==> config.mk <==
export PLATFORM = sky130hd
export DESIGN_NAME = gpio_uart_rx
export DESIGN_NICKNAME = d
export VERILOG_FILES = /design/src/rtl/gpio_uart_rx.sv
export SDC_FILE = /design/constraint.sdc
export NUM_CORES = 1
export LEC_CHECK = 0
export CAP_MARGIN = 20
export CORE_UTILIZATION = 30
export CTS_CLUSTER_DIAMETER = 50
export DETAILED_ROUTE_END_ITERATION = 10
export DONT_BUFFER_PORTS = 1
export SLEW_MARGIN = 25
export SYNTH_ARGS = -nofsm -noshare
export SYNTH_HDL_FRONTEND = slang
export SYNTH_SLANG_ARGS = --single-unit
export TNS_END_PERCENT = 1
==> constraint.sdc <==
create_clock -name ppm_clk -period 2.34 [get_ports ppm_clk]
set_input_delay 0.468 -clock ppm_clk [delete_from_list [all_inputs] [get_ports ppm_clk]]
set_output_delay 0.468 -clock ppm_clk [all_outputs]
set_load 0.02 [all_outputs]
==> src/rtl/gpio_uart_rx.sv <==
// 8N1 UART receiver fed by the MCU GPIO_H0 pin pair, with a one-deep
// valid/ready holding register towards the fabric.
module gpio_uart_rx #(
   parameter int CLKS_PER_BIT = 434,
   parameter int SYNC_STAGES  = 2
) (
   input  logic       ppm_clk,
   input  logic       ppm_rst,
   input  logic       gpio_h0_out,
   input  logic       gpio_h0_oe_n,
   output logic [7:0] rx_data,
   output logic       rx_valid,
   input  logic       rx_ready,
   output logic       frame_err,
   output logic       overrun
);

   // Handshake: rx_data is accepted on any rising edge where rx_valid and
   // rx_ready are both high; rx_valid never drops without such a transfer.

   localparam int CW = $clog2(CLKS_PER_BIT);
   localparam logic [CW-1:0] HALF_M1 = CW'(CLKS_PER_BIT / 2 - 1);
   localparam logic [CW-1:0] FULL_M1 = CW'(CLKS_PER_BIT - 1);

   typedef enum logic [1:0] {IDLE, START, DATA, STOP} state_t;

   state_t                 state_q;
   logic [SYNC_STAGES-1:0] sync_q;
   logic                   line_d1_q;
   logic [CW-1:0]          cnt_q;
   logic [2:0]             idx_q;
   logic [7:0]             shift_q;
   logic                   done_q;

   logic line_raw;
   logic line_s;
   logic line_fall;

   // An undriven pin reads as an idle (high) line.
   assign line_raw  = gpio_h0_oe_n ? 1'b1 : gpio_h0_out;
   assign line_s    = sync_q[SYNC_STAGES-1];
   assign line_fall = line_d1_q & ~line_s;

   always_ff @(posedge ppm_clk) begin
      if (ppm_rst) begin
         sync_q    <= '1;
         line_d1_q <= 1'b1;
      end else begin
         sync_q    <= {sync_q[SYNC_STAGES-2:0], line_raw};
         line_d1_q <= line_s;
      end
   end

   always_ff @(posedge ppm_clk) begin
      if (ppm_rst) begin
         state_q   <= IDLE;
         cnt_q     <= '0;
         idx_q     <= 3'd0;
         shift_q   <= 8'h00;
         done_q    <= 1'b0;
         frame_err <= 1'b0;
      end else begin
         done_q    <= 1'b0;
         frame_err <= 1'b0;
         case (state_q)
            IDLE: begin
               cnt_q <= '0;
               if (line_fall) state_q <= START;
            end
            START: begin
               if (cnt_q == HALF_M1) begin
                  cnt_q   <= '0;
                  idx_q   <= 3'd0;
                  state_q <= line_s ? IDLE : DATA;
               end else begin
                  cnt_q <= cnt_q + 1'b1;
               end
            end
            DATA: begin
               if (cnt_q == FULL_M1) begin
                  cnt_q          <= '0;
                  shift_q[idx_q] <= line_s;
                  idx_q          <= idx_q + 3'd1;
                  if (idx_q == 3'd7) state_q <= STOP;
               end else begin
                  cnt_q <= cnt_q + 1'b1;
               end
            end
            STOP: begin
               if (cnt_q == FULL_M1) begin
                  cnt_q     <= '0;
                  state_q   <= IDLE;
                  done_q    <= line_s;
                  frame_err <= ~line_s;
               end else begin
                  cnt_q <= cnt_q + 1'b1;
               end
            end
            default: state_q <= IDLE;
         endcase
      end
   end

   // shift_q is stable for a whole bit time after STOP, so it is loaded here directly.
   always_ff @(posedge ppm_clk) begin
      if (ppm_rst) begin
         rx_data  <= 8'h00;
         rx_valid <= 1'b0;
         overrun  <= 1'b0;
      end else begin
         overrun <= 1'b0;
         if (done_q) begin
            if (!rx_valid || rx_ready) begin
               rx_data  <= shift_q;
               rx_valid <= 1'b1;
            end else begin
               overrun <= 1'b1;
            end
         end else if (rx_valid && rx_ready) begin
            rx_valid <= 1'b0;
         end
      end
   end

endmodule
==> flow_summary.toml, run 1 <==
[setup_path]
crit_arrival_ns = 2.07
worstSetupPathType = "flip-flop to flip-flop"
slowest_stage = "or4b_2"
endpoint_kind = "flip-flop"
cp_top_family = "simple AND/OR/NAND/NOR gates"
slowest_delay_ns = 0.60
critPathLaunchType = "flip-flop"
cp.required_ns = 2.51
crit_chain = "inv_1 > ha_1 > or4b_2 > o31ai_1 > a21o_1 > nor2_1"
cp_max_fo = 9
worst-path-buf-inv = 1

[global_routing]
grt_pass1_wl_um = 4460
grt_max_degree = 27
antenna_found_initial = 0
grt_use_total_pct = 10.8
overflow = 0
first_global_vias = 1038

[place]
gp_congestion = 0.760
dp.final_hpwl_um = 1850
io_buffers = 0

[sta]
setup_viol = 0
fin_setup_tns_ns = 0
worst_slew_margin_rel_pct = 63.5
max_freq_mhz = 525
period_minus_slack_ns = 1.90
clock_skew_ns = 0.00232
rsz0062_at_grt = "false"
finalHoldViolCount = 0
holdWs_ns = 0.250
tightest_slew_ns = 0.543
fin_crit_sh_pct = 81.4
maxSlewViolCount = 0

[die]
io_pins = 16
die_h_um = 74.6
initial_core_util_pct = 31.1
placementRows = 26
die_w_um = 74.6
die_area_um2 = 5560
coreArea_um2 = 5070

[route]
vias = 1144
post-route-drc-count = 0
vias_per_cell = 4.79
wirelength_um = 2690
ant_nets = 0
drt-initial-drc-count = 70
post_drt_wl_per_cell_um = 11.3
drt_first_pass_iters = 4

[finish]
fin_util_pct = 34.3
area_growth_pct = 10.2
diodes = 0
drive_gt1_share_pct = 10.1
fill_cells = 537
final_cell_mix = "dfxtp_1, nor2_1, mux2i_1"
final_nets = 179
final_common_cell = "dfxtp_1"

[power]
p_leak_uw = 0.000677
p_int_uw = 870
pwr-share-clk_pct = 40.4
pwr-share-seq_pct = 58.7
p_comb_share_pct = 0.9
sw_frac_of_total_pct = 19.6
ir_worst_vdd_uv = 262
cellPowerDensity_nw_per_um2 = 621
netSwitchingPower_uw = 212

[yosys]
seq_area_frac_synth_pct = 46.9
synth_flop_cell = "dfxtp_1"
ys_ff_latch = 37
ys_async_sr_fraction_pct = 0
syn_area_um2 = 1580
postSynthAreaPerCell_um2 = 9.46
synthCells = 167
synth_warnings = 0
synth_edf_count = 0
syn-num-nets = 177
netlist-cell-type-count = 38

[clock_network]
post_cts_resized = 0
clock_latency_ns = 0.28
cts.hold.buffers_added = 0
cts.sinks = 37
cts.path.max_buffers = 2
clk_pin_slew_ns = 0.07
root_buffer = "clkbuf_8"
post-cts-setup-buffers = 0
cts_made_buffers = 5
cts_tree = "built"
h-tree-depth = 2

[run]
drv_cap = 0

[run_status]
status = "complete, no violations"

[hold_path]
hp-class = "input port to flip-flop"
-- worst register-to-register path: cells and delay by family (launching register included) --
| family | cells | cell delay, ns |
|---|---|---|
| buffers and inverters | 1 | 0.07 |
| AND/OR/NAND/NOR | 2 | 0.69 |
| flip-flops | 1 | 0.35 |
| AO/OA/AOI/OAI | 2 | 0.57 |
| adder cells (fa/ha/maj) | 1 | 0.13 |
-- cells in the mapped netlist (2+ instances only) --
cell type	number	area, µm²
a21oi_1	7	35.0
nand3b_1	2	15.0
o21ai_0	4	20.0
mux2i_1	11	110
nor3_1	4	20.0
or2_2	2	12.5
xor2_1	2	17.5
nand2_1	5	18.8
and3_1	3	18.8
nand3_1	7	35.0
nor4_1	3	18.8
dfxtp_1	37	741
o21ba_2	2	20.0
nor2_1	26	97.6
xnor2_1	6	52.6
inv_1	7	26.3
a21o_1	3	22.5
or3_1	3	18.8
a21boi_0	2	15.0
o41ai_1	2	17.5
nor2b_1	3	18.8
clkbuf_1	6	22.5
ha_1	5	62.6
-- layout make-up --
class | count | area (µm²) | area share [%]
Multi-Input combinational cell | 116 | 786 | 45.1
Inverter | 7 | 26.3 | 1.51
Timing Repair Buffer | 2 | 15.0 | 0.862
Sequential cell | 37 | 741 | 42.5
Tap cell | 70 | 87.6 | 5.03
Clock buffer | 7 | 86.3 | 4.96
-- metal layers --
metal | wire length [µm] | up-vias | GRT usage (%)
li1 | - | 587 | -
met1 | 1330 | 530 | 12.9
met2 | 1190 | 22 | 16.8
met3 | 99 | 5 | 3.66
met4 | 69 | 0 | 6.29
met5 | 0 | - | 0
-- per-stage QoR --
stage                     power [µW]  instance area [µm²]  setup slack (ns)  instances
after floorplan                  663                 1580             0.563        167
after global placement           659                 1660             0.468        232
after detailed placement         659                 1660             0.431        232
after CTS                       1100                 1740             0.422        239
after global routing            1130                 1740             0.313        239
final                           1080                 1740             0.435        239
-- kinds of logic (layout without fill, tap and decap cells) --
logic type,Yosys count,in the layout,share of synthesized area [%]
simple gates,66,66,23.2
buf+inv,14,16,3.40
xor+xnor,8,8,4.43
mux,11,11,6.97
fa+ha+maj,5,5,3.96
flops,37,37,46.9
compound gates,26,26,11.2
-- power groups by stage --
stage                     Combinational (µW)  Clock (µW)  Sequential, µW
after floorplan                         15.0           0             648
after global placement                  9.45           0             650
after detailed placement                9.50           0             650
after CTS                               9.56         458             635
after global routing                    10.6         484             635
final                                   9.41         437             635
-- registers in the layout, indices dropped and copies added, names as in the netlist, named ones only --
register / count
sync_q: 2
rx_valid: 1
done_q: 1
frame_err: 1
state_q: 1
idx_q: 3
overrun: 1
shift_q: 8
rx_data: 8
cnt_q: 9
line_d1_q: 1
-- final timing paths --
kind                         from                       to  slack (ns)  depth (start not counted)
min                       ppm_rst  shift_q[2]$_SDFFE_PP0P_        0.25                          1
max           cnt_q[0]$_SDFF_PP0_      cnt_q[6]$_SDFF_PP0_        0.44                          6
max reg2reg   cnt_q[0]$_SDFF_PP0_      cnt_q[6]$_SDFF_PP0_        0.44                          6
min reg2reg  sync_q[0]$_SDFF_PP1_     sync_q[1]$_SDFF_PP1_        0.41                          1
Power figures use the tool's default switching activity.
==> run 2, diff against run 1 <==
==> constraint.sdc (replaced) <==
create_clock -name ppm_clk -period 1.6 [get_ports ppm_clk]
set_input_delay 0.32 -clock ppm_clk [delete_from_list [all_inputs] [get_ports ppm_clk]]
set_output_delay 0.32 -clock ppm_clk [all_outputs]
set_load 0.02 [all_outputs]
==> run 2 against run 1 <==
Against the previous run: the run now ends with setup timing left; worst hold slack lost 0.15 ns; worst setup slack got worse by 0.51 ns; sequential power is 46% higher; clock skew up 0.0043 ns; largest power group unchanged; highest routed layer unchanged.
==> flow_summary.toml, run 2 (same netlist as run 1, synthesis figures left out) <==
[run_status]
status = "finished with violations"
violations = "setup timing"

[clock_network]
cts_tree = "built"
post-cts-setup-buffers = 0
root_buffer = "clkbuf_8"
clk_pin_slew_ns = 0.07
cts_made_buffers = 5
cts.hold.buffers_added = 0
clock_latency_ns = 0.28
cts.sinks = 37
h-tree-depth = 2
cts.path.max_buffers = 2

[global_routing]
first_global_vias = 1057
grt_max_degree = 27
antenna_found_initial = 0
overflow = 0
grt_use_total_pct = 11.4
grt_pass1_wl_um = 4710

[finish]
diodes = 0
post-route-cell-area_um2 = 2020
final_common_cell = "dfxtp_1"
area_growth_pct = 27.8
final_cell_mix = "dfxtp_1, nor2_1, buf_4, mux2i_1"
drive_gt1_share_pct = 28.3
final_nets = 200
regMostFlops = "cnt_q"
top_regs = "cnt_q: 9 flops, rx_data: 8 flops, shift_q: 8 flops"
largest_reg_flops = 9

[hold_path]
hold_path_startpoint = "ppm_rst"
hold_end = "shift_q[4]$_SDFFE_PP0P_"
whs_path_depth = 1
hp-class = "input port to flip-flop"

[sta]
finalHoldViolCount = 0
setup_viol = 16
rsz0062_at_grt = "true"
worst_slew_margin_rel_pct = 80.2
period_minus_slack_ns = 1.67
max_freq_mhz = 597
fin_ws_ns = -0.0739
fin_setup_tns_ns = -0.298
tightest_slew_ns = 0.294
maxSlewViolCount = 0
fin_crit_sh_pct = 105
clock_skew_ns = 0.00658

[die]
die_w_um = 74.6
placementRows = 26
die_h_um = 74.6
io_pins = 16
initial_core_util_pct = 31.1
die_area_um2 = 5560
coreArea_um2 = 5070

[setup_path]
r2r-end = "shift_q[2]$_SDFFE_PP0P_"
r2r_slack_ns = -0.07
r2r_cells = 6
cp_max_fo = 3
cp.required_ns = 1.82
endpoint_kind = "flip-flop"
worstSetupPathType = "flip-flop to flip-flop"
r2r-start = "cnt_q[1]$_SDFF_PP0_"
critPathLaunchType = "flip-flop"
crit_arrival_ns = 1.89

[place]
dp.final_hpwl_um = 2090
io_buffers = 0
gp_congestion = 0.773
placed_area_um2 = 1820

[power]
cellPowerDensity_nw_per_um2 = 820
sw_frac_of_total_pct = 20.0
p_comb_share_pct = 1.4
ir_worst_vdd_uv = 307
netSwitchingPower_uw = 331
pwr-share-clk_pct = 42.6
pwr-share-seq_pct = 56.0
p_leak_uw = 0.000817
p_int_uw = 1320

[route]
vias_per_cell = 4.61
post_drt_wl_per_cell_um = 11.8
vias = 1202
wirelength_um = 3080
drt-initial-drc-count = 51
ant_nets = 0
post-route-drc-count = 0
drt_first_pass_iters = 4

[run]
drv_cap = 0
[run 2: cell count changes in the layout (fill, tap and decap cells not counted), sizes merged]
cell | before | now
clkinv | 0 | 1
buf | 2 | 22
a21o | 3 | 4
[run 2: stage by stage]
stage          cells  hold slack, ns  total power (µW)  setup WS (ns)  util, %
3_5_place_dp     252           0.395               968         -0.115     35.8
2_1_floorplan    167           0.389               970        -0.0866        -
3_3_place_gp     252           0.394               968        -0.0708     35.8
6_report         261          0.0989              1660        -0.0739     39.8
5_1_grt          261          0.0796              1730         -0.131     39.8
4_1_cts          260          0.0905              1680        -0.0911     38.4
[run 2: worst max path at each step]
stage                   startpoint                       to  slack (ns)  depth (start not counted)
2_1_floorplan  cnt_q[1]$_SDFF_PP0_  shift_q[2]$_SDFFE_PP0P_       -0.09                          7
3_3_place_gp   cnt_q[1]$_SDFF_PP0_      cnt_q[7]$_SDFF_PP0_       -0.07                          6
3_5_place_dp   cnt_q[1]$_SDFF_PP0_      cnt_q[6]$_SDFF_PP0_       -0.11                          6
4_1_cts        cnt_q[1]$_SDFF_PP0_  shift_q[4]$_SDFFE_PP0P_       -0.09                          6
5_1_grt        cnt_q[1]$_SDFF_PP0_  shift_q[4]$_SDFFE_PP0P_       -0.13                          6
6_report       cnt_q[1]$_SDFF_PP0_  shift_q[2]$_SDFFE_PP0P_       -0.07                          6
[run 2: cell type report]
| class | instances | area (µm²) |
|---|---|---|
| Multi-Input combinational cell | 117 | 895 |
| Fill cell | 535 | 3060 |
| Timing Repair Buffer | 22 | 165 |
| Tap cell | 70 | 87.6 |
| Clock inverter | 1 | 5.00 |
| Sequential cell | 37 | 744 |
| Clock buffer | 7 | 96.3 |
| Inverter | 7 | 26.3 |
[run 2: per-layer routing]
| metal | vias to the layer above | track usage (%) | part of all wire, % |
|---|---|---|---|
| met5 | - | 0 | 0 |
| met4 | 0 | 5.24 | 0.59 |
| met3 | 2 | 4.07 | 3.3 |
| met2 | 17 | 17.2 | 47 |
| met1 | 553 | 14.6 | 49 |
| li1 | 630 | - | - |
[run 2: power groups by stage]
stage | Clock [µW] | Combinational, µW | Sequential [µW]
after global placement | 0 | 20.5 | 947
after detailed placement | 0 | 20.5 | 947
final | 705 | 23.5 | 927
after floorplan | 0 | 22.6 | 947
after CTS | 733 | 21.2 | 926
after global routing | 773 | 25.9 | 927
[run 2: what timing repair did]
| item | in CTS | in global routing |
|---|---|---|
| pin swaps | 2 | 4 |
| gates resized for setup | 7 | 13 |
| setup endpoints to repair | 17 | 22 |
| cloned | 0 | 1 |
[run 2: worst max-delay path, cell delays in order (launching register included)]
cell and delay, ns:
dfxtp_2 0.33, inv_2 0.07, ha_4 0.13, nand4bb_4 0.13
or4_4 0.51, or3_1 0.32, a21oi_1 0.12
